**config.mk**
```make
export PLATFORM = sky130hd
export DESIGN_NAME = matrix_inverse_streamer
export DESIGN_NICKNAME = d
export VERILOG_FILES = /design/src/rtl/matrix_inverse_streamer.sv
export SDC_FILE = /design/constraint.sdc
export NUM_CORES = 2
export LEC_CHECK = 0
export CAP_MARGIN = 10
export CORE_AREA = 2 2 650 652
export DETAILED_ROUTE_END_ITERATION = 10
export DIE_AREA = 0 0 652 654
export HOLD_SLACK_MARGIN = 0.02
export PLACE_DENSITY = 0.44
export RECOVER_POWER = 50
export SETUP_SLACK_MARGIN = 0.4
export SYNTH_ARGS = -nofsm -noshare
export SYNTH_HDL_FRONTEND = slang
export SYNTH_SLANG_ARGS = --single-unit
```
**constraint.sdc**
```tcl
create_clock -name clk -period 200 [get_ports clk]
set_input_delay 40 -clock clk [delete_from_list [all_inputs] [get_ports clk]]
set_output_delay 40 -clock clk [all_outputs]
set_load 0.02 [all_outputs]
```
**src/rtl/matrix_inverse_streamer.sv**
```systemverilog
// matrix_inverse_streamer: snapshots an NxN rational inverse on start and
// streams its entries out row-major over a valid/ready handshake.
//
// Ports:
//   clk, reset           - clock, synchronous active-high reset
//   start                - capture request (honoured in IDLE only)
//   inv_num, inv_den     - packed N*N numerators / denominators, entry
//                          k = r*N+c at bits [W*k +: W]
//   out_valid/out_ready  - output handshake
//   out_num, out_den     - sign-normalised entry (den >= 0 unless -2^(W-1))
//   out_row, out_col     - entry coordinates
//   out_last             - final entry (N-1, N-1)
//   busy                 - streaming in progress
//   done                 - one-cycle pulse after the final transfer
//   div_zero_err         - sticky: a zero denominator was presented
module matrix_inverse_streamer #(
   parameter int N = 5,
   parameter int W = 32
) (
   input  logic             clk,
   input  logic             reset,
   input  logic             start,
   input  logic [N*N*W-1:0] inv_num,
   input  logic [N*N*W-1:0] inv_den,
   output logic             out_valid,
   input  logic             out_ready,
   output logic [W-1:0]     out_num,
   output logic [W-1:0]     out_den,
   output logic [2:0]       out_row,
   output logic [2:0]       out_col,
   output logic             out_last,
   output logic             busy,
   output logic             done,
   output logic             div_zero_err
);

   localparam int NE = N * N;
   localparam int KW = $clog2(NE);

   typedef enum logic [1:0] {
      IDLE,
      STREAM,
      DONE
   } state_t;

   state_t state_q, state_d;

   logic [W-1:0]  num_q [NE];
   logic [W-1:0]  den_q [NE];
   logic [2:0]    row_q, col_q;
   logic          err_q;
   logic [KW-1:0] k;
   logic [W-1:0]  cur_num, cur_den;
   logic          capture, xfer, at_last;
   logic          cur_zero, cur_neg;

   assign k       = KW'(row_q) * KW'(N) + KW'(col_q);
   assign cur_num = num_q[k];
   assign cur_den = den_q[k];
   assign at_last = (row_q == 3'(N - 1)) && (col_q == 3'(N - 1));
   assign cur_neg = cur_den[W-1];

   // Next-state and handshake decode
   always_comb begin
      state_d   = state_q;
      capture   = 1'b0;
      xfer      = 1'b0;
      out_valid = 1'b0;
      busy      = 1'b0;
      done      = 1'b0;
      unique case (state_q)
         IDLE: begin
            if (start) begin
               capture = 1'b1;
               state_d = STREAM;
            end
         end
         STREAM: begin
            out_valid = 1'b1;
            busy      = 1'b1;
            if (out_ready) begin
               xfer = 1'b1;
               if (at_last) begin
                  state_d = DONE;
               end
            end
         end
         DONE: begin
            done    = 1'b1;
            state_d = IDLE;
         end
         default: state_d = IDLE;
      endcase
   end

   always_ff @(posedge clk) begin
      if (reset) begin
         state_q <= IDLE;
      end else begin
         state_q <= state_d;
      end
   end

   // Snapshot: inputs are only looked at on an accepted start
   always_ff @(posedge clk) begin
      if (reset) begin
         for (int i = 0; i < NE; i++) begin
            num_q[i] <= '0;
            den_q[i] <= '0;
         end
      end else if (capture) begin
         for (int i = 0; i < NE; i++) begin
            num_q[i] <= inv_num[W*i +: W];
            den_q[i] <= inv_den[W*i +: W];
         end
      end
   end

   // Row-major position; left parked on the last entry after the stream
   always_ff @(posedge clk) begin
      if (reset || capture) begin
         row_q <= '0;
         col_q <= '0;
      end else if (xfer && !at_last) begin
         if (col_q == 3'(N - 1)) begin
            col_q <= '0;
            row_q <= row_q + 3'd1;
         end else begin
            col_q <= col_q + 3'd1;
         end
      end
   end

   // The flag must already be high on the cycle the zero entry is shown,
   // so the live condition is ORed with the sticky register.
   assign cur_zero = (state_q == STREAM) && (cur_den == '0);

   always_ff @(posedge clk) begin
      if (reset || capture) begin
         err_q <= 1'b0;
      end else if (cur_zero) begin
         err_q <= 1'b1;
      end
   end

   assign div_zero_err = err_q | cur_zero;

   // Data outputs are zero whenever no entry is being presented
   always_comb begin
      out_num  = '0;
      out_den  = '0;
      out_row  = '0;
      out_col  = '0;
      out_last = 1'b0;
      if (out_valid) begin
         out_num  = cur_neg ? (W'(0) - cur_num) : cur_num;
         out_den  = cur_neg ? (W'(0) - cur_den) : cur_den;
         out_row  = row_q;
         out_col  = col_q;
         out_last = at_last;
      end
   end

endmodule

```
==> flow_results.org <==
** Timing
- Derived from the worst setup path, the maximum achievable clock frequency is 0.0178 GHz.
- The final critical path takes up 28.0% of the cycle.
- Setup total negative slack on the finished layout was measured at 0 ns.
- On the final layout, the worst clock skew is between 0.07 and 0.08 ns.
- Setup violations remaining at the end of the flow were counted as 0.
- Measured slew at the worst slew-check pin :: 10.44 ns
- The final hold violation count was 0.
- Once routing completed, OpenROAD measured the worst setup slack at 143.91 ns.
- Measured against its own limit, the worst slew margin works out to -596%.
- Time the final worst path needs with I/O delays and setup :: 56.09 ns
- Final Slew Violations :: 1786
- Setup repair after global routing missed its margin :: no

** Worst setup path
- Reg2reg start :: state_q[0]$_SDFFE_PP0P_
- STA classifies the critical path startpoint as a primary input.
- Sort of element at the end of the critical path :: register
- The endpoint identified for the worst register-to-register timing path is num_q[8][1]$_SDFFCE_PN0P_.
- Crit path DAT :: ~57 ns
- Crit-path max FO :: 154
- Worst setup path start :: reset
- Measured in cells, the most critical reg-to-reg path has a length of 8.
- The critical path is of the primary input to register type.
- At the worst endpoint, the required time is about 200 ns.
- Setup slack on the worst reg-to-reg path comes out at 184.88 ns.
- In this run the worst setup path terminates at num_q[8][1]$_SDFFCE_PN0P_.

** GRT
- Tot GR Track Use :: around 17%
- Entering global routing, the biggest net connects 203 pins.
- The number of antenna violations at the first check in global routing came to a little under 200.
- The first global-routing pass estimated 493000 um of wire.
- Summed over all layers, the global routing overflow is 0.
- The via count of the first global-routing pass was 53600.

** Die
- The floorplan has 238 rows.
- Die outline height :: 654 um
- Die Wd :: 652 um
- Initial Util :: 17.8%
- DIE AREA :: ~0.43 mm^2
- After floorplanning, the core was sized to cover 0.419 mm^2.
- Number of top-level design ports :: between 1500 and 2000

** Worst hold path
- Worst Hold Depth :: 1
- The tightest min-delay check is of the register to register type.

** Logic synthesis
- The synthesized design contains 1600 enable-type register cells.
- For this run, the number of Yosys warnings is 0.
- After synthesis the cells add up to approximately 0.075 mm^2.
- Mapped Avg Cell Area :: about 15 um^2
- Register area share after synthesis :: 64.5%
- Syn Inst Count :: around 4900
- For this run, the leading register cell type out of synthesis is sky130_fd_sc_hd__edfxtp_1.
- Number of nets produced by synthesis :: between 6000 and 7000
- In this run, distinct cell masters in the synthesized netlist total 77.
- In this run the biggest area consumer among cell types represents 64.3% of the synthesized area.
- Of all flip-flops after synthesis, the portion carrying an async set or reset was 0%.
- Summed over all instances, the cell type with the most area after synthesis is sky130_fd_sc_hd__edfxtp_1.
- Ranked by total cell area, the synthesized netlist is headed by sky130_fd_sc_hd__edfxtp_1 (64%), sky130_fd_sc_hd__mux4_2 (11%), sky130_fd_sc_hd__and2_1 (9.9%).
- In this run, synthesis produced a sequential element count of 1609.

** Cells and area
- At the end of the flow, the number of nets in the layout was roughly 8000.
- Layout filler cell count :: about 44000
- Fraction of layout instances using a drive strength above 1 :: 12.7%
- The finished cells cover 0.105 mm^2.
- Compared with the post-synthesis result, the final layout area differs by 40.0%.

** Clock network
- Clock Tree Buf Depth :: 4
- Total number of H-tree levels :: 4
- Clock insertion delay at the later pin of the skew report :: 0.94 ns
- Clock Sinks :: 1609
- CTS placed an instance of sky130_fd_sc_hd__clkbuf_16 at the clock tree root.
- Number of instances resized during post-cts repair :: 0
- In this run, post-CTS hold repair placed 0 buffers.
- Num CTS Buffers :: approximately 200
- Buffers added to address setup during post-CTS repair amount to 0.
- Clock-pin slew was measured on the worst setup and hold paths at 0.06 ns.
- TritonCTS built the clock tree.

** Route
- After the first detailed-routing iteration, the DRC count stood at about 4500.
- Number of design rule violations left after detail routing :: 0
- Final routed wirelength across all metal layers :: 379000 um
- Summing over every cut layer, the via total after detailed routing is 50600.
- For this run, the detailed router's first-pass iteration total came to 6.
- Number of nets with antenna violations after routing :: 0
- Average wire length per cell after detail routing :: approximately 31 um
- In the routed layout, each cell is associated on average with a via count of 4.11.

** Power
- Combinational power share :: roughly an eighth
- Summed over all nets, the switching power comes to ~220 uW.
- LEAKAGE :: 0.0356 uW
- The internal power of the cells totals 669 uW.
- Share of power burned in the clock network :: between 40% and 50%
- Power per cell area :: 8.46 mW/mm^2
- Fraction of power spent switching nets :: 24.4%
- Reg power frac :: 46.3%
- Highest ir drop seen on vdd :: about 0.0000072 V

** Placement
- Placed wire-length estimate :: 293000 um
- Setup Slack @ Placement :: 151.82 ns
- The placed instances occupy a cell area of 0.0981 mm^2.
- Port buffer count :: 1678
- Final estimated routing congestion in global placement :: 0.851

** Status
- Violations in the final reports :: max-capacitance violations, max-slew violations
- Run status :: finished, violations left

** Run
- Max-cap violation count :: 24
[per-stage QoR]
step	power, uW	std cells	hold WS [ns]	util [%]
finish	885	12300	0.505	25.0
global route	916	12300	0.522	24.9
CTS	898	12200	0.510	24.9
detailed placement	522	11900	0.502	23.4
global placement	521	11900	0.494	23.4
floorplan	513	4928	0.455	-
[per-layer routing]
| layer | part of all wire [%] | vias to the layer above | track usage [%] |
|---|---|---|---|
| met5 | 0.12 | - | 0 |
| met4 | 3.0 | 70 | 5.25 |
| met3 | 5.5 | 570 | 3.01 |
| met2 | 52 | 2048 | 31.2 |
| met1 | 39 | 26200 | 20.3 |
| li1 | - | 21700 | - |
[registers in the layout, indices dropped and copies added (netlist names)]
signal and count:
col_q 3, den_q 800, err_q 1, num_q 800
row_q 3, state_q 2
[logic make-up (layout without fill, tap and decap cells)]
family,count (synthesis),after routing,share of synthesized area [%]
AOI/OAI and AO/OA,301,301,2.85
xor gates and xnor gates,50,50,0.586
adders and majority gates,15,15,0.261
buffers and inverters,384,2176,2.33
DFF,1609,1609,64.5
muxes,509,509,13.0
other,0,65,0
and+or+nand+nor,2060,2060,16.5
[worst min path at each step]
stage                                         end                     from  slack, ns
after floorplan           state_q[0]$_SDFFE_PP0P_  state_q[1]$_SDFFE_PP0P_       0.46
after global placement      col_q[1]$_SDFFE_PP0P_    col_q[1]$_SDFFE_PP0P_       0.49
final                     state_q[0]$_SDFFE_PP0P_  state_q[1]$_SDFFE_PP0P_       0.51
after CTS                   col_q[1]$_SDFFE_PP0P_    col_q[1]$_SDFFE_PP0P_       0.51
after detailed placement    col_q[1]$_SDFFE_PP0P_    col_q[1]$_SDFFE_PP0P_       0.50
after global routing      state_q[0]$_SDFFE_PP0P_  state_q[1]$_SDFFE_PP0P_       0.52
[cells in the mapped netlist, types with 26 or more instances]
library cell / count
sky130_fd_sc_hd__edfxtp_1: 1600
sky130_fd_sc_hd__and2_1: 1180
sky130_fd_sc_hd__nor2b_1: 454
sky130_fd_sc_hd__mux4_2: 351
sky130_fd_sc_hd__clkbuf_1: 253
sky130_fd_sc_hd__nor2_1: 107
sky130_fd_sc_hd__mux2i_1: 99
sky130_fd_sc_hd__nand2_1: 95
sky130_fd_sc_hd__nand3_1: 78
sky130_fd_sc_hd__buf_2: 58
sky130_fd_sc_hd__a21oi_1: 51
sky130_fd_sc_hd__mux2_2: 49
sky130_fd_sc_hd__nand4_1: 48
sky130_fd_sc_hd__o22ai_1: 35
sky130_fd_sc_hd__nor3_1: 33
sky130_fd_sc_hd__o21ai_0: 29
sky130_fd_sc_hd__o31ai_1: 26
[critical path, stage by stage]
cell	delay [ns]
sky130_fd_sc_hd__clkbuf_1	2.65
sky130_fd_sc_hd__o21bai_1	0.98
sky130_fd_sc_hd__clkbuf_1	7.30
sky130_fd_sc_hd__clkbuf_1	2.00
sky130_fd_sc_hd__buf_4	0.90
sky130_fd_sc_hd__buf_4	0.62
sky130_fd_sc_hd__buf_4	0.90
sky130_fd_sc_hd__buf_4	0.96
[placed cells by master (no fill, tap or decap), drive strengths merged, types with 10 or more instances in the layout]
cell type      count
xor2              25
clkbuf           257
o31ai             26
nand3             79
ha                14
nor2             107
xnor2             25
clkinv            83
o211ai            12
clkinvlp          11
and2            1182
buf               99
nor3              33
bufinv            23
inv               26
nand4             48
mux4             361
mux2              49
nand2b            17
a31oi             19
o22ai             35
a211oi            26
o221ai            10
a2111oi           15
and3              11
diode             65
mux2i             99
nand2             95
o21ai             29
a21oi             51
nor2b            454
clkdlybuf4s50   1676
edfxtp          1600
o41ai             11
[cell type report]
class,count,area (um^2),area share [%]
antenna,65,163,0.155
clock inverter,128,1350,1.29
inverter,15,63.8,0.0610
clock buffer,234,5170,4.95
tap,5520,6910,6.60
multi-input combinational,2935,25000,23.9
timing repair buffer,1799,17700,16.9
sequential,1609,48200,46.1
[power by group through the flow]
stage / combinational (uW) / sequential (uW) / clock, uW
finish: 104 / 410 / 371
floorplan: 42.7 / 470 / 0
detailed placement: 106 / 416 / 0
global route: 111 / 412 / 393
global placement: 106 / 415 / 0
CTS: 106 / 409 / 383
Power figures use the tool's default switching activity.
